--- src/rtl/mem_arb_pkg.sv ---
// Shared encodings for the memory-port arbiter: access sizes, FSM states, owners.
// Also holds the alignment check used by both arbitration and error reporting.
package mem_arb_pkg;

  localparam logic [1:0] SIZE_B = 2'd0;
  localparam logic [1:0] SIZE_H = 2'd1;
  localparam logic [1:0] SIZE_W = 2'd2;

  typedef enum logic [1:0] {
    IDLE    = 2'd0,
    RD_WAIT = 2'd1,
    RESP    = 2'd2
  } state_t;

  typedef enum logic {
    OWN_IF = 1'b0,
    OWN_D  = 1'b1
  } owner_t;

  // Size 3 is never legal; halves need an even address, words a 4-byte one.
  function automatic logic is_misaligned(input logic [1:0] size, input logic [1:0] off);
    return (size == SIZE_H && off[0]) ||
           (size == SIZE_W && off != 2'b00) ||
           (size == 2'd3);
  endfunction

endpackage

--- src/rtl/mem_lane_align.sv ---
// Combinational byte-lane steering: store strobes/replication and load
// right-alignment with zero or sign extension.
module mem_lane_align
  import mem_arb_pkg::*;
(
  input  logic [1:0]  st_size,
  input  logic [1:0]  st_off,
  input  logic [31:0] st_data,
  output logic [3:0]  wstrb,
  output logic [31:0] wdata,
  input  logic [1:0]  ld_size,
  input  logic [1:0]  ld_off,
  input  logic        ld_sext,
  input  logic [31:0] ld_raw,
  output logic [31:0] ld_data
);

  logic [31:0] shifted;

  always_comb begin
    wstrb = 4'b0000;
    wdata = 32'h0;
    case (st_size)
      SIZE_B: begin
        wstrb = 4'b0001 << st_off;
        wdata = {4{st_data[7:0]}};
      end
      SIZE_H: begin
        wstrb = 4'b0011 << st_off;
        wdata = {2{st_data[15:0]}};
      end
      SIZE_W: begin
        wstrb = 4'b1111;
        wdata = st_data;
      end
      default: ;
    endcase
  end

  always_comb begin
    shifted = ld_raw >> {ld_off, 3'b000};
    case (ld_size)
      SIZE_B:  ld_data = {{24{ld_sext & shifted[7]}}, shifted[7:0]};
      SIZE_H:  ld_data = {{16{ld_sext & shifted[15]}}, shifted[15:0]};
      default: ld_data = shifted;
    endcase
  end

endmodule

--- src/rtl/mem_port_arbiter.sv ---
// Shares one synchronous memory port between instruction fetch and load/store,
// with a fetch starvation guard and a single outstanding read.
module mem_port_arbiter
  import mem_arb_pkg::*;
#(
  parameter int ADDR_W     = 32,
  parameter int RD_LAT     = 1,
  parameter int STARVE_MAX = 4
) (
  input  logic              clk,
  input  logic              rst,
  input  logic              if_req,
  input  logic [ADDR_W-1:0] if_addr,
  output logic              if_gnt,
  output logic              if_rvalid,
  output logic [31:0]       if_rdata,
  input  logic              d_req,
  input  logic              d_we,
  input  logic [1:0]        d_size,
  input  logic              d_sext,
  input  logic [ADDR_W-1:0] d_addr,
  input  logic [31:0]       d_wdata,
  output logic              d_gnt,
  output logic              d_rvalid,
  output logic [31:0]       d_rdata,
  output logic              d_err,
  output logic              mem_en,
  output logic              mem_we,
  output logic [3:0]        mem_wstrb,
  output logic [ADDR_W-1:0] mem_addr,
  output logic [31:0]       mem_wdata,
  input  logic [31:0]       mem_rdata
);

  localparam logic [ADDR_W-1:0] WORD_MASK = ~ADDR_W'(3);

  state_t      state_reg, state_next;
  owner_t      owner_reg;
  logic [3:0]  starve_cnt_reg;
  logic [2:0]  lat_cnt_reg;
  logic [1:0]  off_reg, size_reg;
  logic        sext_reg;
  logic [31:0] rdata_reg;

  logic        fetch_wins, d_bad, d_go, rd_start, lat_done;
  logic [3:0]  st_wstrb;
  logic [31:0] st_wdata, ld_data;

  mem_lane_align u_align (
    .st_size (d_size),
    .st_off  (d_addr[1:0]),
    .st_data (d_wdata),
    .wstrb   (st_wstrb),
    .wdata   (st_wdata),
    .ld_size (size_reg),
    .ld_off  (off_reg),
    .ld_sext (sext_reg),
    .ld_raw  (mem_rdata),
    .ld_data (ld_data)
  );

  assign fetch_wins = if_req && (!d_req || starve_cnt_reg == 4'(STARVE_MAX));
  assign d_bad      = is_misaligned(d_size, d_addr[1:0]);
  assign lat_done   = (lat_cnt_reg == 3'(RD_LAT));

  // Grants are qualified with rst so every output is quiet while reset is held.
  always_comb begin
    state_next = state_reg;
    if_gnt     = 1'b0;
    d_gnt      = 1'b0;
    d_go       = 1'b0;
    rd_start   = 1'b0;
    unique case (state_reg)
      IDLE: begin
        if (!rst) begin
          if_gnt = fetch_wins;
          d_gnt  = d_req && !fetch_wins;
        end
        d_go     = d_gnt && !d_bad;
        rd_start = if_gnt || (d_go && !d_we);
        if (rd_start) state_next = RD_WAIT;
      end
      RD_WAIT: if (lat_done) state_next = RESP;
      RESP:    state_next = IDLE;
      default: state_next = IDLE;
    endcase
  end

  assign d_err     = d_gnt && d_bad;
  assign mem_en    = if_gnt || d_go;
  assign mem_we    = d_go && d_we;
  assign mem_wstrb = mem_we ? st_wstrb : 4'b0000;
  assign mem_wdata = mem_we ? st_wdata : 32'h0;
  assign mem_addr  = if_gnt ? (if_addr & WORD_MASK) :
                     d_go   ? (d_addr & WORD_MASK)  : '0;

  assign if_rvalid = (state_reg == RESP) && (owner_reg == OWN_IF);
  assign d_rvalid  = (state_reg == RESP) && (owner_reg == OWN_D);
  assign if_rdata  = if_rvalid ? rdata_reg : 32'h0;
  assign d_rdata   = d_rvalid  ? rdata_reg : 32'h0;

  always_ff @(posedge clk or posedge rst) begin
    if (rst) begin
      state_reg      <= IDLE;
      owner_reg      <= OWN_IF;
      starve_cnt_reg <= 4'd0;
      lat_cnt_reg    <= 3'd0;
      off_reg        <= 2'd0;
      size_reg       <= 2'd0;
      sext_reg       <= 1'b0;
      rdata_reg      <= 32'h0;
    end else begin
      state_reg <= state_next;
      if (rd_start) begin
        owner_reg   <= if_gnt ? OWN_IF : OWN_D;
        off_reg     <= d_addr[1:0];
        size_reg    <= d_size;
        sext_reg    <= d_sext;
        lat_cnt_reg <= 3'd1;
      end else if (state_reg == RD_WAIT) begin
        lat_cnt_reg <= lat_cnt_reg + 3'd1;
      end
      // Loads are aligned at capture; fetch words go through untouched.
      if (state_reg == RD_WAIT && lat_done)
        rdata_reg <= (owner_reg == OWN_D) ? ld_data : mem_rdata;
      if (if_gnt || !if_req)
        starve_cnt_reg <= 4'd0;
      else if (d_gnt && starve_cnt_reg != 4'(STARVE_MAX))
        starve_cnt_reg <= starve_cnt_reg + 4'd1;
    end
  end

endmodule

--- config.mk ---
export PLATFORM = sky130hd
export DESIGN_NAME = mem_port_arbiter
export DESIGN_NICKNAME = d
export VERILOG_FILES = /design/src/rtl/mem_arb_pkg.sv /design/src/rtl/mem_lane_align.sv /design/src/rtl/mem_port_arbiter.sv
export SDC_FILE = /design/constraint.sdc
export NUM_CORES = 1
export LEC_CHECK = 0
export ABC_CLOCK_PERIOD_IN_PS = 2500
export CORE_MARGIN = 2
export CORE_UTILIZATION = 36
export DETAILED_ROUTE_END_ITERATION = 10
export HOLD_SLACK_MARGIN = 0.03
export PLACE_DENSITY_LB_ADDON = 0.08
export SKIP_CTS_REPAIR_TIMING = 1
export SYNTH_ARGS = -nofsm -noshare
export SYNTH_HDL_FRONTEND = slang
export SYNTH_SLANG_ARGS = --single-unit
--- constraint.sdc ---
create_clock -name clk -period 2.5 [get_ports clk]
set_clock_uncertainty 0.05 [all_clocks]
set_input_delay 0.5 -clock clk [delete_from_list [all_inputs] [get_ports clk]]
set_output_delay 0.5 -clock clk [all_outputs]
set_load 0.02 [all_outputs]
=== Yosys cells after proc, flatten, opt, wreduce, memory -nomap -nowiden ===
Index checks and enable logic that the tools add are counted.

* Input port bits: 136
* Output and inout bits: 139
* Bits in registers: 47
* Word-level logic and storage cells: 83

* Shift operators: 3
* Bitwise logic cells: 3
* Add/sub/neg operators: 2
* Eq/ne operators: 11
* Muxes and demuxes: 26
* Reduce and logical (&&, ||, !) cells: 30

{| class="wikitable"
|+ Operator list
! kind !! number
|-
| $mux 32 || 6
|-
| $pmux 32 s3 || 1
|-
| $pmux 32 s2 || 1
|-
| $shr 32x5->32 || 1
|-
| $logic_and 1x1->1 || 12
|-
| $mux 4 || 3
|-
| $pmux 4 s3 || 1
|-
| $mux 1 || 9
|-
| $eq 2x1->1 const B || 3
|-
| $eq 2x2->1 const B || 3
|-
| $logic_not 2->1 || 3
|-
| $logic_or 1x1->1 || 6
|-
| $mux 3 || 2
|-
| $reduce_bool 2->1 || 3
|-
| $logic_not 1->1 || 5
|-
| $add 4x1->4 const B || 1
|-
| $eq 4x3->1 const B || 1
|-
| $mux 2 || 2
|-
| $ne 2x2->1 const B || 2
|-
| $ne 4x3->1 const B || 1
|-
| $pmux 2 s2 || 1
|-
| $shl 1x2->4 const A || 1
|-
| $shl 2x2->4 const A || 1
|-
| $add 3x1->3 const B || 1
|-
| 4 further kinds || 5
|}

=== Longest topological paths before layout ===
Gate-level depths: netlist of the first run.

* Depth after elaboration: 12
* Mapped depth: 8
* Depth with buffers taken out: 7

=== Modules after synthesis ===
Synthesis of the first run repeated with hierarchy kept, for this count alone.

* Cells, all modules: 550
* Area, all modules: 4503.1 um2

{| class="wikitable"
|+ By module, submodules not included
! module !! sequential area each (um2) !! cells each !! area an instance (um2) !! instances
|-
| mem_port_arbiter || 1176.1 || 362 || 3245.6 || 1
|-
| mem_lane_align || 0.0 || 188 || 1257.5 || 1
|}

=== Least setup slack after synthesis of the first run ===
Ideal clock, no wire load.

* Kind: input to output
* Start: input port rst
* End: output port mem_wdata[12]
* Stages on the path: 6
* Slack: 83 ps
* Data arrival time: 1867 ps
* Path buffers: 1
* Required time: 1950 ps
* Cell sequence: nor3_2 o211a_1 nand3_2 inv_2 buf_2 and2_1

* Word-level cells in the longest chain between the ends: 6

{| class="wikitable"
|+ RTL lines
! what !! line !! text
|-
| from (decl) || mem_port_arbiter.sv:11 || <nowiki>input logic rst,</nowiki>
|-
| $mux 1 || mem_port_arbiter.sv:75 || <nowiki>if (!rst) begin</nowiki>
|-
| $mux 1 || mem_port_arbiter.sv:73 || <nowiki>unique case (state_reg)</nowiki>
|-
| $logic_and 1x1->1 || mem_port_arbiter.sv:79 || <nowiki>d_go = d_gnt && !d_bad;</nowiki>
|-
| $mux 1 || mem_port_arbiter.sv:73 ||
|-
| $logic_and 1x1->1 || mem_port_arbiter.sv:91 || <nowiki>assign mem_we = d_go && d_we;</nowiki>
|-
| net mem_we || mem_port_arbiter.sv:28 || <nowiki>output logic mem_we,</nowiki>
|-
| $mux 32 || mem_port_arbiter.sv:93 || <nowiki>assign mem_wdata = mem_we ? st_wdata : 32'h0;</nowiki>
|-
| to (decl) || mem_port_arbiter.sv:31 || <nowiki>output logic [31:0] mem_wdata,</nowiki>
|}

The timed path passes the listed nets, and every way through them passes these cells. The select of a mux whose other input is x is not followed.

=== Final worst setup path of the first run ===
* Start: register starve_cnt_reg[0]
* End: output port mem_addr[8]

* Word-level cells in the longest chain between the ends: 11
* Elaborated cells on any way between the ends: 14
* Classes of those cells: eq/ne: 1; mux: 8; reduce/logical: 5

{| class="wikitable"
|+ RTL lines
! what !! line !! text
|-
| from (decl) || mem_port_arbiter.sv:39 || <nowiki>logic [3:0] starve_cnt_reg;</nowiki>
|-
| from (signal assigned) || mem_port_arbiter.sv:129 || <nowiki>starve_cnt_reg <= starve_cnt_reg + 4'd1;</nowiki>
|-
| $eq 4x3->1 (*) || mem_port_arbiter.sv:62 || <nowiki>assign fetch_wins = if_req && (!d_req || starve_cnt_reg == 4'(STARVE_MAX));</nowiki>
|-
| $logic_or 1x1->1 (*) || mem_port_arbiter.sv:62 ||
|-
| $logic_and 1x1->1 (*) || mem_port_arbiter.sv:62 ||
|-
| $logic_not 1->1 || mem_port_arbiter.sv:77 || <nowiki>d_gnt = d_req && !fetch_wins;</nowiki>
|-
| $logic_and 1x1->1 || mem_port_arbiter.sv:77 ||
|-
| $mux 1 || mem_port_arbiter.sv:75 ||
|-
| $mux 1 || mem_port_arbiter.sv:73 ||
|-
| $logic_and 1x1->1 || mem_port_arbiter.sv:79 ||
|-
| $mux 1 || mem_port_arbiter.sv:73 ||
|-
| $mux 32 || mem_port_arbiter.sv:95 || <nowiki>d_go ? (d_addr & WORD_MASK) : '0;</nowiki>
|-
| $mux 32 (*) || mem_port_arbiter.sv:94 || <nowiki>assign mem_addr = if_gnt ? (if_addr & WORD_MASK) :</nowiki>
|-
| to (decl) || mem_port_arbiter.sv:30 || <nowiki>output logic [ADDR_W-1:0] mem_addr,</nowiki>
|}

Every way passes the cells marked *; elsewhere a longest branch is shown, timed or not. The select of a mux whose other input is x is not followed.

==> results of run 1 <==
==> area by class of cell <==
class | instances | area [sq um]
repair buffers | 338 | 3630
multi-input cells | 400 | 2860
fillers | 832 | 2840
flip-flops and latches | 47 | 1180
well taps | 140 | 175
clock buffers | 6 | 72.6
inverters | 10 | 50.0
repair inverters | 3 | 26.3
clock inverters | 2 | 12.5
==> report_power, final <==
group	total [mW]	leakage [nW]	switching, mW	internal [mW]
registers	1.41	0.566	0.305	1.10
logic	2.90	3.96	1.49	1.42
clock network	0.457	0.0412	0.261	0.196
total	4.77	4.57	2.05	2.71
==> cell families after synthesis <==
group	count (synthesis)
buffers and inverters	52
multiplexers	25
AO/OA/AOI/OAI	160
flip-flops	47
adder cells (fa/ha/maj)	4
XOR/XNOR	4
AND/OR/NAND/NOR	204
other	1
==> metrics by stage <==
stage | setup slack [ns] | hold WS, ns
after global routing | -0.284 | 0.227
after global placement | -0.702 | 0.436
final | -0.237 | 0.191
after CTS | -0.716 | 0.462
after detailed placement | -0.705 | 0.440
after floorplan | 0.0828 | 0.405
==> worst min-delay path by stage <==
stage / slack, ns / cells past startpoint / end / start
6_report: 0.19 / 2 / starve_cnt_reg[0]$_DFFE_PP0P_ / rst
3_5_place_dp: 0.44 / 1 / rdata_reg[1]$_DFFE_PP0P_ / rdata_reg[1]$_DFFE_PP0P_
5_1_grt: 0.23 / 2 / starve_cnt_reg[0]$_DFFE_PP0P_ / rst
3_3_place_gp: 0.44 / 1 / rdata_reg[6]$_DFFE_PP0P_ / rdata_reg[6]$_DFFE_PP0P_
2_1_floorplan: 0.41 / 2 / rdata_reg[7]$_DFFE_PP0P_ / rdata_reg[7]$_DFFE_PP0P_
4_1_cts: 0.46 / 1 / rdata_reg[6]$_DFFE_PP0P_ / rdata_reg[6]$_DFFE_PP0P_
==> routing by layer <==
metal  global-route usage, %  vias up  part of all wire, %
met5                       0        -                    0
met4                    11.1        0                  4.0
met3                    6.28       44                  8.2
met2                    49.1      270                   53
met1                    28.7     2402                   35
li1                        -     2394                    -
==> placed cells by master (no fill, tap or decap), types with 10 or more instances in the layout <==
| cell | Yosys | routed |
|---|---|---|
| sky130_fd_sc_hd__and2_1 | 87 | 64 |
| sky130_fd_sc_hd__and2_4 | 0 | 23 |
| sky130_fd_sc_hd__nor2_4 | 0 | 10 |
| sky130_fd_sc_hd__mux2i_1 | 14 | 14 |
| sky130_fd_sc_hd__dfrtp_1 | 47 | 47 |
| sky130_fd_sc_hd__or3_1 | 16 | 15 |
| sky130_fd_sc_hd__clkdlybuf4s50_1 | 0 | 129 |
| sky130_fd_sc_hd__nand2_1 | 22 | 22 |
| sky130_fd_sc_hd__nor2b_1 | 17 | 17 |
| sky130_fd_sc_hd__a22o_1 | 34 | 34 |
| sky130_fd_sc_hd__buf_4 | 4 | 53 |
| sky130_fd_sc_hd__a21oi_1 | 47 | 45 |
| sky130_fd_sc_hd__dlymetal6s2s_1 | 0 | 71 |
| sky130_fd_sc_hd__o21ai_0 | 34 | 34 |
| sky130_fd_sc_hd__nor2_1 | 36 | 26 |
| sky130_fd_sc_hd__buf_6 | 0 | 74 |
==> flow_summary.yaml, run 1 <==
outcome:
  run_status: "finished with violations"
  violations: "setup timing"
yosys:
  postSynthAreaPerCell_sq_um: 8.06
  largest_family_of_logic_cells_by_synthesized_area: "simple AND/OR/NAND/NOR gates"
  ys_seq_area_share_pct: 29.3
  synth_edf_count: 0
  synth_compound_gate_area_share_pct: 27.5
  yosysTopAreaCell: "sky130_fd_sc_hd__dfrtp_1"
  number_of_storage_elements_in_the_synthesis_netlist: 47
  ys_async_sr_fraction_pct: 100
  area_share_of_fa_ha_maj_cells_after_synthesis_pct: 1.25
  post_synth_instance_area_sq_um: 4010
  yosys.area_share.simple_pct: 28.6
  synth_top_area_share_pct: 29.3
  ys.warnings.count: 0
  synth.cells.most_frequent: "87 x sky130_fd_sc_hd__and2_1, 47 x sky130_fd_sc_hd__a21oi_1, 47 x sky130_fd_sc_hd__dfrtp_1"
  synth-main-ff-cell: "sky130_fd_sc_hd__dfrtp_1"
  yosys.area_share.xor_xnor_pct: 0.874
  yosysMostFrequentCell: "sky130_fd_sc_hd__and2_1"
  netlist_instances: 497
  post_synth_mux_area_share_pct: 6.59
  yosys.cell_types.count: 50
  synthTopCellsByArea: "sky130_fd_sc_hd__dfrtp_1 29%, sky130_fd_sc_hd__and2_1 14%, sky130_fd_sc_hd__a22o_1 7.4%"
final_layout:
  layout-drive-gt1-share_pct: 25.9
  final_cell_count_no_fill: 946
  insertedDiodeCount: 0
  largest_reg_flops: 32
  post-route-util_pct: 73.8
  design.final.nets: 945
  design_area_sq_um: 8000
  synthToLayoutAreaGrowth_pct: 99.6
place:
  hpwl_microns: 13300
  place.gp.congestion: 0.892
  dp_area_sq_um: 7150
  numPortBuffers: 270
  placed_cells: 919
setup_path:
  cpPeakStageDelay_ns: 0.42
  reg_to_reg_endpoint: "off_reg[0]$_DFFE_PP0P_"
  worst_ep_required_time_ns: 1.95
  end_kind: "primary output"
  r2r.worst_path.cells: 10
  crit_path_cell_trace: "inv_2 > ha_4 > nand3b_1 > buf_4 > a211oi_4 > buf_12 > clkbuf_16 > a22o_1 > buf_6"
  worstPathArrival_ns: 2.19
  slowest_stage: "sky130_fd_sc_hd__dfrtp_1"
  path_class: "register to primary output"
  regToRegStartpoint: "starve_cnt_reg[0]$_DFFE_PP0P_"
  critical_path_source_type: "register"
  worst-r2r-setup-slack_ns: 0.21
  critPathMaxFanout: 7
  critPathTopFamily: "buffers and inverters"
  endpoint: "mem_addr[8]"
  critical_path_buffers_and_inverters: 5
  worst_setup_path_startpoint: "starve_cnt_reg[0]$_DFFE_PP0P_"
  worst-path-stages: 9
routing:
  routed_via_density: 5.40
  ant_nets: 0
  dr_total_vias: 5110
  detail_route.first_pass.iterations: 5
  route.detailed.wl_per_inst_microns: 19.1
  post-route-drc-count: 0
  detailedRoute.firstIterationViolations: 246
  wl_microns: 18000
clock_network:
  clock_h_tree_levels: 2
  clk_transition_reported_paths_ns: 0.09
  cts_buffers: 5
  clockBufferDepth: 2
  clock_sink_count: 47
  tritoncts_clock_tree: "built"
  clock-root-buffer: "sky130_fd_sc_hd__clkbuf_8"
  worst_skew_pair.late_latency_ns: 0.30
floorplan:
  pin_count: 275
  die-width_microns: 110
  die_area_sq_um: 12000
  fp-row-count: 38
  core_sq_um: 10800
  floorplan.initialDensity_pct: 37.0
  die_height_microns: 110
run:
  drv.max_cap_violation_count: 0
timing:
  grt_setup_unrepaired: "true"
  tightest_slew_ns: 0.757
  report.final.setup_viol: 66
  max_freq_ghz: 0.365
  fin_tns_setup_ns: -8.20
  slew_viol_final: 0
  headroom_to_the_max_slew_limit_pct: 49.5
  final_period_minus_worst_setup_slack_ns: 2.74
  post-route-period-util_pct: 109
  timing.final.hold_violations: 0
  worst_slack_ns: -0.237
power_and_ir_drop:
  design_power_total_mw: 4.77
  powerDensity_nw_per_um2: 596
  leakage_nw: 4.57
  power.ir.vdd_worst_uv: 348
grt:
  aggregate_global_routing_overflow: 0
  grt_pass1_vias: 4871
  maximum_number_of_pins_on_one_net_before_global_route_repair: 38
  number_of_antenna_violations_at_the_first_check_in_global_routing: 0
  global_route_wire_length_before_repair_microns: 24800
  groute.usage.overall_pct: 26.5
min_path:
  min_path_type: "input pin to asynchronous set/reset pin"
Power figures use the tool's default switching activity.
==> run 2, diff against run 1 <==
Settings changed: ABC_CLOCK_PERIOD_IN_PS 2500 to unset, HOLD_SLACK_MARGIN 0.03 to unset.
==> results of run 2 <==
Same layout as run 1: the final DEF is identical, and so are final timing and power.
==> run 3, diff against run 2 <==
Settings changed: SKIP_CTS_REPAIR_TIMING 1 to unset.
==> run 3 against run 2 <==
The flow still finishes with violations (setup timing). Clock-buffer cell count unchanged. Total power down 1.2%. Worst setup slack better by 0.10 ns. Core utilization down 2.6 points. First-iteration DRC count down 11%. Non-clock buffer count down 1. Sequential power about the same. Sequential share of layout area up 0.55 points. Critical endpoint is now mem_addr[19]. Largest cell class unchanged. Highest routed layer unchanged.
==> flow_summary.yaml, run 3 (synthesized netlist as in run 1, its figures left out) <==
outcome:
  run_status: "finished with violations"
  violations: "setup timing"
routing:
  detail_route.first_pass.iterations: 4
  detailedRoute.firstIterationViolations: 220
  post-route-drc-count: 0
  routed_via_density: 5.37
  ant_nets: 0
  route.detailed.wl_per_inst_microns: 18.7
  dr_total_vias: 5076
  wl_microns: 17600
power_and_ir_drop:
  powerDensity_nw_per_um2: 610
  design_power_total_mw: 4.71
  power.ir.vdd_worst_uv: 346
  leakage_nw: 3.65
final_layout:
  final-seq-area_sq_um: 1180
  final_cell_count_no_fill: 945
  design.final.nets: 944
  synthToLayoutAreaGrowth_pct: 92.4
  layout-drive-gt1-share_pct: 26.0
  multiInputGateArea_sq_um: 2860
  commonest_non_fill_non_tap_cells_in_the_layout: "128 x sky130_fd_sc_hd__clkdlybuf4s50_1, 72 x sky130_fd_sc_hd__buf_6, 67 x sky130_fd_sc_hd__dlygate4sd2_1, 65 x sky130_fd_sc_hd__and2_1, 52 x sky130_fd_sc_hd__buf_4"
  largest_reg_flops: 32
  layout_commonest_cell: "sky130_fd_sc_hd__clkdlybuf4s50_1"
  post-route-util_pct: 71.1
  fillCellCount: 854
  insertedDiodeCount: 0
floorplan:
  die_height_microns: 110
  die-width_microns: 110
  core_sq_um: 10800
  die_area_sq_um: 12000
  fp-row-count: 38
  pin_count: 275
  floorplan.initialDensity_pct: 37.0
setup_path:
  crit_path_frequent_cell: "sky130_fd_sc_hd__buf_6"
  slowest_stage: "sky130_fd_sc_hd__dfrtp_1"
  endpoint: "mem_addr[19]"
  r2r.worst_path.cells: 11
  worstPathArrival_ns: 2.08
  worst-path-stages: 9
  reg_to_reg_endpoint: "size_reg[1]$_DFFE_PP0P_"
  critPathMaxFanout: 7
  regToRegStartpoint: "starve_cnt_reg[0]$_DFFE_PP0P_"
  critPathTopFamily: "buffers and inverters"
  path_class: "register to primary output"
  crit_path_cell_trace: "inv_2 > ha_4 > nand3b_1 > buf_4 > a211oi_4 > buf_6 > clkbuf_16 > a22o_1 > buf_6"
  critical_path_buffers_and_inverters: 5
  worst_setup_path_startpoint: "starve_cnt_reg[0]$_DFFE_PP0P_"
  critical_path_source_type: "register"
  worst_ep_required_time_ns: 1.95
  worst-r2r-setup-slack_ns: 0.18
  cpPeakStageDelay_ns: 0.41
  end_kind: "primary output"
run:
  drv.max_cap_violation_count: 0
grt:
  maximum_number_of_pins_on_one_net_before_global_route_repair: 38
  aggregate_global_routing_overflow: 0
  global_route_wire_length_before_repair_microns: 25600
  globalRouteMet1Util_pct: 29.0
  use_met3_pct: 6.70
  number_of_antenna_violations_at_the_first_check_in_global_routing: 0
  groute.usage.overall_pct: 27.5
  grtUsageMet2_pct: 51.2
  grt_pass1_vias: 5050
  busiest_layer: "met2"
clock_network:
  clock-root-buffer: "sky130_fd_sc_hd__clkbuf_8"
  cts_hold_buf: 0
  clk_transition_reported_paths_ns: 0.09
  clock_sink_count: 47
  tritoncts_clock_tree: "built"
  cts_buffers: 5
  clockBufferDepth: 2
  clock_h_tree_levels: 2
  worst_skew_pair.late_latency_ns: 0.30
timing:
  post-route-period-util_pct: 105
  slew_viol_final: 0
  headroom_to_the_max_slew_limit_pct: 48.4
  worst_slack_ns: -0.134
  timing.final.hold_violations: 0
  tightest_slew_ns: 0.775
  grt_setup_unrepaired: "true"
  report.final.setup_viol: 65
  max_freq_ghz: 0.380
  final_period_minus_worst_setup_slack_ns: 2.63
place:
  numPortBuffers: 270
  place.gp.congestion: 0.892
  hpwl_microns: 13300
  placed_cells: 919
min_path:
  min_path_type: "input pin to asynchronous set/reset pin"
==> run 3: area by class of cell <==
type,instances,share of cell area [%]
repair buffers,337,43.3
multi-input cells,400,37.1
flip-flops and latches,47,15.2
well taps,140,2.27
clock buffers,6,0.941
inverters,10,0.649
repair inverters,3,0.406
clock inverters,2,0.162
==> run 3: metal layers <==
metal / part of all wire (%) / vias up
li1: - / 2390
met3: 7.9 / 52
met2: 53 / 246
met4: 4.7 / 0
met5: 0 / -
met1: 35 / 2388
==> run 3: stage by stage <==
stage,instance area [sq um],TNS [ns],hold WS [ns],worst slack (ns)
5_1_grt,7710,-9.35,0.335,-0.227
6_report,7710,-3.79,0.308,-0.134
3_3_place_gp,7150,-42.85,0.436,-0.702
2_1_floorplan,4010,0,0.405,0.0828
3_5_place_dp,7150,-44.50,0.440,-0.705
4_1_cts,7220,-8.19,0.307,-0.140
==> run 3: power by group <==
| group | total (mW) | switching [mW] | leakage, nW | internal [mW] |
|---|---|---|---|---|
| registers | 1.41 | 0.306 | 0.566 | 1.10 |
| clock network | 0.455 | 0.259 | 0.0412 | 0.196 |
| logic | 2.85 | 1.49 | 3.04 | 1.36 |
==> run 3: repair_timing <==
action,4_1_cts,5_1_grt
buffers inserted,4,8
setup endpoints to repair,135,72
gates resized for setup,353,194
gates cloned,4,4
pin swaps,4,38
==> run 3: worst min-delay path by stage <==
| stage | from | to | slack, ns | cells past startpoint |
|---|---|---|---|---|
| 3_5_place_dp | rdata_reg[1]$_DFFE_PP0P_ | rdata_reg[1]$_DFFE_PP0P_ | 0.44 | 1 |
| 6_report | rst | starve_cnt_reg[0]$_DFFE_PP0P_ | 0.31 | 2 |
| 3_3_place_gp | rdata_reg[6]$_DFFE_PP0P_ | rdata_reg[6]$_DFFE_PP0P_ | 0.44 | 1 |
| 4_1_cts | rst | starve_cnt_reg[0]$_DFFE_PP0P_ | 0.31 | 2 |
| 5_1_grt | rst | starve_cnt_reg[0]$_DFFE_PP0P_ | 0.33 | 2 |
| 2_1_floorplan | rdata_reg[7]$_DFFE_PP0P_ | rdata_reg[7]$_DFFE_PP0P_ | 0.41 | 2 |
